File: config.mk
export PLATFORM = sky130hd
export DESIGN_NAME = pipe_hazard_ctrl
export DESIGN_NICKNAME = d
export VERILOG_FILES = /design/src/rtl/pipe_hazard_ctrl.sv
export SDC_FILE = /design/constraint.sdc
export NUM_CORES = 1
export LEC_CHECK = 0
export BUFFER_PORTS_ARGS = -buffer_cell sky130_fd_sc_hd__buf_2
export CORE_ASPECT_RATIO = 1.25
export CORE_MARGIN = 8
export CORE_UTILIZATION = 40
export DETAILED_ROUTE_END_ITERATION = 10
export HOLD_SLACK_MARGIN = 0.02
export PLACE_DENSITY = 0.7
export SLEW_MARGIN = 20
export SYNTH_ARGS = -nofsm -noshare
export SYNTH_HDL_FRONTEND = slang
export SYNTH_SLANG_ARGS = --single-unit
File: constraint.sdc
create_clock -name clk -period 1.9 [get_ports clk]
set_input_delay 0 -clock clk [delete_from_list [all_inputs] [get_ports clk]]
set_output_delay 0 -clock clk [all_outputs]
set_load 0.02 [all_outputs]
File: src/rtl/pipe_hazard_ctrl.sv
// Stall/flush scheduler for the 5-stage pipeline: PC/IF/ID load control, ID/EX bubbles,
// back-end freeze on data-memory stalls, terminal halt and dmem timeout detection.
module pipe_hazard_ctrl #(
   parameter int unsigned REG_W      = 3,
   parameter int unsigned CNT_W      = 16,
   parameter int unsigned WAIT_LIMIT = 255
) (
   input  logic             clk,
   input  logic             rst,
   input  logic             imem_stall,
   input  logic             dmem_stall,
   input  logic             idex_memread,
   input  logic [REG_W-1:0] idex_rd,
   input  logic [REG_W-1:0] ifid_rs,
   input  logic             ifid_rs_valid,
   input  logic [REG_W-1:0] ifid_rt,
   input  logic             ifid_rt_valid,
   input  logic             ex_redirect,
   input  logic             memwb_halt,
   output logic             pc_write,
   output logic             ifid_write,
   output logic             ifid_flush,
   output logic             idex_flush,
   output logic             pipe_hold,
   output logic             halted,
   output logic             err,
   output logic [CNT_W-1:0] stall_count
);

   localparam logic [1:0] RUN    = 2'd0;
   localparam logic [1:0] DSTALL = 2'd1;
   localparam logic [1:0] HALTED = 2'd2;

   // Last wait_cnt value still tolerated; a stall seen at this count trips the timeout.
   localparam logic [7:0] WAIT_LAST = 8'(WAIT_LIMIT - 1);

   logic [1:0]       state_q, state_d;
   logic [7:0]       wait_q, wait_d;
   logic             err_q, err_d;
   logic             halted_q;
   logic [CNT_W-1:0] cnt_q, cnt_d;
   logic             load_use;

   assign load_use = idex_memread &&
                     ((ifid_rs_valid && (ifid_rs == idex_rd)) ||
                      (ifid_rt_valid && (ifid_rt == idex_rd)));

   always_comb begin
      pc_write   = 1'b1;
      ifid_write = 1'b1;
      ifid_flush = 1'b0;
      idex_flush = 1'b0;
      pipe_hold  = 1'b0;
      state_d    = state_q;
      wait_d     = 8'd0;
      err_d      = err_q;
      if (!rst) begin
         pc_write   = 1'b0;
         ifid_write = 1'b0;
         ifid_flush = 1'b1;
         idex_flush = 1'b1;
         state_d    = RUN;
      end else if (state_q == HALTED) begin
         pc_write   = 1'b0;
         ifid_write = 1'b0;
         pipe_hold  = 1'b1;
         wait_d     = wait_q;
      end else begin
         state_d = RUN;
         if (memwb_halt) begin
            pc_write   = 1'b0;
            ifid_write = 1'b0;
            pipe_hold  = 1'b1;
            state_d    = HALTED;
         end else if (dmem_stall) begin
            // EX is frozen, so redirect and hazard are simply re-evaluated after release.
            pc_write   = 1'b0;
            ifid_write = 1'b0;
            pipe_hold  = 1'b1;
            wait_d     = wait_q + 8'd1;
            state_d    = DSTALL;
            if (wait_q == WAIT_LAST) begin
               err_d   = 1'b1;
               state_d = HALTED;
            end
         end else if (ex_redirect) begin
            ifid_flush = 1'b1;
            idex_flush = 1'b1;
         end else if (load_use) begin
            pc_write   = 1'b0;
            ifid_write = 1'b0;
            idex_flush = 1'b1;
         end else if (imem_stall) begin
            pc_write   = 1'b0;
            ifid_flush = 1'b1;
         end
      end
   end

   always_comb begin
      cnt_d = cnt_q;
      if (rst && (state_q != HALTED) && !pc_write && !(&cnt_q)) begin
         cnt_d = cnt_q + CNT_W'(1);
      end
   end

   always_ff @(posedge clk or negedge rst) begin
      if (!rst) begin
         state_q  <= RUN;
         wait_q   <= 8'd0;
         err_q    <= 1'b0;
         halted_q <= 1'b0;
         cnt_q    <= '0;
      end else begin
         state_q  <= state_d;
         wait_q   <= wait_d;
         err_q    <= err_d;
         halted_q <= (state_d == HALTED);
         cnt_q    <= cnt_d;
      end
   end

   assign halted      = halted_q;
   assign err         = err_q;
   assign stall_count = cnt_q;

endmodule
==> results.tsv <==
stage	metric	value	unit
clock_network	clk_latency	0.27	ns
synth	syn_inst	155	
routing	wl	3810	um
status	status	finished, final reports clean	
critical_path	worstSetupEndpointType	flop	
routing	ant_nets	0	
critical_path	critPathKind	flop to flop	
final_layout	fill_cells	312	
timing	period_share	98.6	%
floorplan	die_width	72.3	um
clock_network	clk_path_buf_depth	2	
clock_network	root_buffer	clkbuf_8	
critical_path	setup.worst_path.start_class	flop	
worst_hold_path	hold_start	memwb_halt	
clock_network	cts.sinks	28	
power_and_ir_drop	ir_worst_vdd	0.650	mV
critical_path	crit_path_start	stall_count[0]$_DFFE_PN0P_	
floorplan	initial_utilization	41.8	%
final_layout	mostFrequentLayoutCells	buf_2 (40), buf_4 (31), dfrtp_1 (26), xor2_1 (14), nor2_1 (13)	
final_layout	num_antenna_cells	0	
critical_path	worstPathMaxFanout	7	
power_and_ir_drop	p_leak	1.09	nW
timing	rsz0062_at_grt	true	
final_layout	nNetsFinal	253	
worst_hold_path	min_path_cells	3	
timing	setup_viol	0	
final_layout	regArea	703	um2
clock_network	cts-htree-levels	1	
worst_hold_path	hp-class	primary input to flop	
global_route	grt_first_pass_wirelength	6510	um
flow_run	maxCapViolCount	0	
timing	period_needed	1.87	ns
clock_network	cts_tree	built	
final_layout	drive_gt1_share	41.6	%
final_layout	layout_commonest_cell	buf_2	
critical_path	r2r-start	stall_count[0]$_DFFE_PN0P_	
power_and_ir_drop	p_total	0.00176	W
floorplan	die_y	86.3	um
synth	ys_top_cells_by_area	dfrtp_1 (44%), xor2_1 (7.7%), xnor2_1 (6.1%)	
synth	yosysTopAreaCell	dfrtp_1	
placement	place_congestion	0.753	
placement	placed_area	2050	um2
global_route	grt_pass1_vias	1473	
routing	wl_per_cell	13.4	um
synth	syn-num-nets	176	
timing	timing.fmax	0.534	GHz
routing	drc	0	
timing	skew	0.00125	ns
power_and_ir_drop	powerDensity	792	nW/um2
routing	drt_iter0_drc	50	
placement	portBuffers	40	
global_route	grt_max_degree	21	
routing	viasPerCell	4.89	
synth	ys_seq_area_share	44.3	%
timing	worstMarginPinSlew	0.558	ns
synth	syn_area_per_cell	10.2	um2
final_layout	fin_cells	285	
floorplan	core_area	3780	um2
timing	slew_violations	0	
final_layout	final_cell_area	2220	um2
floorplan	num_rows	25	
critical_path	crit_required	2.10	ns
global_route	grt-ovfl-total	0	
floorplan	ios	41	
global_route	grtUsageTotal	12.7	%
timing	setup_tns	0	ns
global_route	antenna_found_initial	0	
synth	synth_cell_types	36	
routing	via_count	1394	
synth	synth_top_area_share	44.3	%
floorplan	die_area	6240	um2
synth	syn_area	1580	um2
synth	synth_seq_cells	28	
clock_network	cts_made_buffers	3	
synth	ys_warn_count	0	
timing	hold_violations	0	
clock_network	clkTransAtPathRegs	0.09	ns
critical_path	reg2regPathDepth	8	
placement	dpl.hpwl	2950	um
routing	firstDrtPassIters	4	
final_layout	multi_input_area	906	um2
timing	maxSlewHeadroom	62.4	%
critical_path	worstPathArrival	2.08	ns
placement	dp.cells	275	
final_layout	area_growth	40.2	%
-- worst max-delay path, cell delays in order, from the launching register on --
cell      delay [ns]
dfrtp_2         0.44
ha_4            0.16
and2_4          0.15
and3_4          0.18
a221oi_4        0.28
nor2_4          0.12
buf_6           0.15
nor4_4          0.15
xor2_1          0.16
-- area by class of cell --
cell class / count / area share (%)
inverters: 3 / 0.507
well taps: 54 / 3.04
flip-flops and latches: 28 / 31.7
clock buffers: 4 / 2.48
multi-input cells: 121 / 40.8
repair buffers: 75 / 21.5
-- path summary, 6_finish.rpt --
path                                               endpoint  slack, ns
worst min register to register              err$_DFFE_PN0P_       0.47
min in group asynchronous              state_q[1]$_DFF_PN0_       0.25
max in group asynchronous        stall_count[1]$_DFFE_PN0P_       1.43
worst max register to register  stall_count[10]$_DFFE_PN0P_       0.03
worst min-delay path                       halted$_DFF_PN0_       0.10
worst max-delay path            stall_count[10]$_DFFE_PN0P_       0.03
-- state kept, by name, indices dropped and copies added, names as in the netlist --
| register | count |
|---|---|
| err | 1 |
| halted | 1 |
| stall_count | 16 |
| state_q | 2 |
| wait_q | 8 |
-- per-layer routing --
metal  up-vias  share of wire, %  global-route usage (%)
met5         -                 0                       0
met4         0               1.3                    4.84
met3         6               3.9                    2.31
met2        25                54                    23.2
met1       665                41                    14.0
li1        698                 -                       -
-- cells in the mapped netlist --
master	n
and2_1	3
nand4_1	5
dfrtp_1	28
mux2_1	2
and3_1	2
a31oi_1	1
a21bo_1	1
buf_6	1
xnor2_1	11
nor3_1	3
and4_1	1
nor4b_1	1
a21boi_1	1
nor4_4	1
nand2b_1	3
nor3_2	6
and4_4	1
nor2_1	14
nand3_1	8
inv_1	3
xor2_1	14
ha_1	3
nor3b_1	2
a41o_1	1
or3_1	1
clkbuf_1	2
o311ai_1	1
a21oi_1	6
a221oi_2	1
nor2b_1	7
o21ai_0	5
o31a_1	3
and3_4	1
nor3b_2	1
nand4b_1	1
nand2_1	10
-- logic make-up after synthesis --
| family | count (synthesis) | synth area share (%) |
|---|---|---|
| AOI/OAI and AO/OA | 20 | 8.78 |
| xor gates and xnor gates | 25 | 13.8 |
| adders and majority gates | 3 | 2.37 |
| buffers and inverters | 6 | 1.90 |
| DFF | 28 | 44.3 |
| muxes | 2 | 1.42 |
| and+or+nand+nor | 71 | 27.4 |
-- where the power goes --
group	switching, W	internal (W)
clock	0.000182	0.000185
combinational	0.000359	0.000320
sequential	0.0000459	0.000665
total	0.000587	0.00117
-- per-stage QoR --
step	worst slack (ns)	hold WS [ns]	utilization, %
after floorplan	0.0119	-0.296	-
after global placement	-0.313	0.0111	54.3
after detailed placement	-0.351	0.0109	54.3
after CTS	0.0377	0.0958	56.2
after global routing	-0.0478	0.121	58.6
final	0.0266	0.101	58.6
-- repair_timing --
item / CTS / global route
gates resized for setup: 2 / 12
hold buffers: 1 / 0
buffers inserted: 0 / 5
hold endpoints to repair: 28 / 0
cloned: 0 / 0
setup endpoints to repair: 11 / 9
pin swaps: 0 / 6
Note: power is estimated with default switching activity, not from simulation.
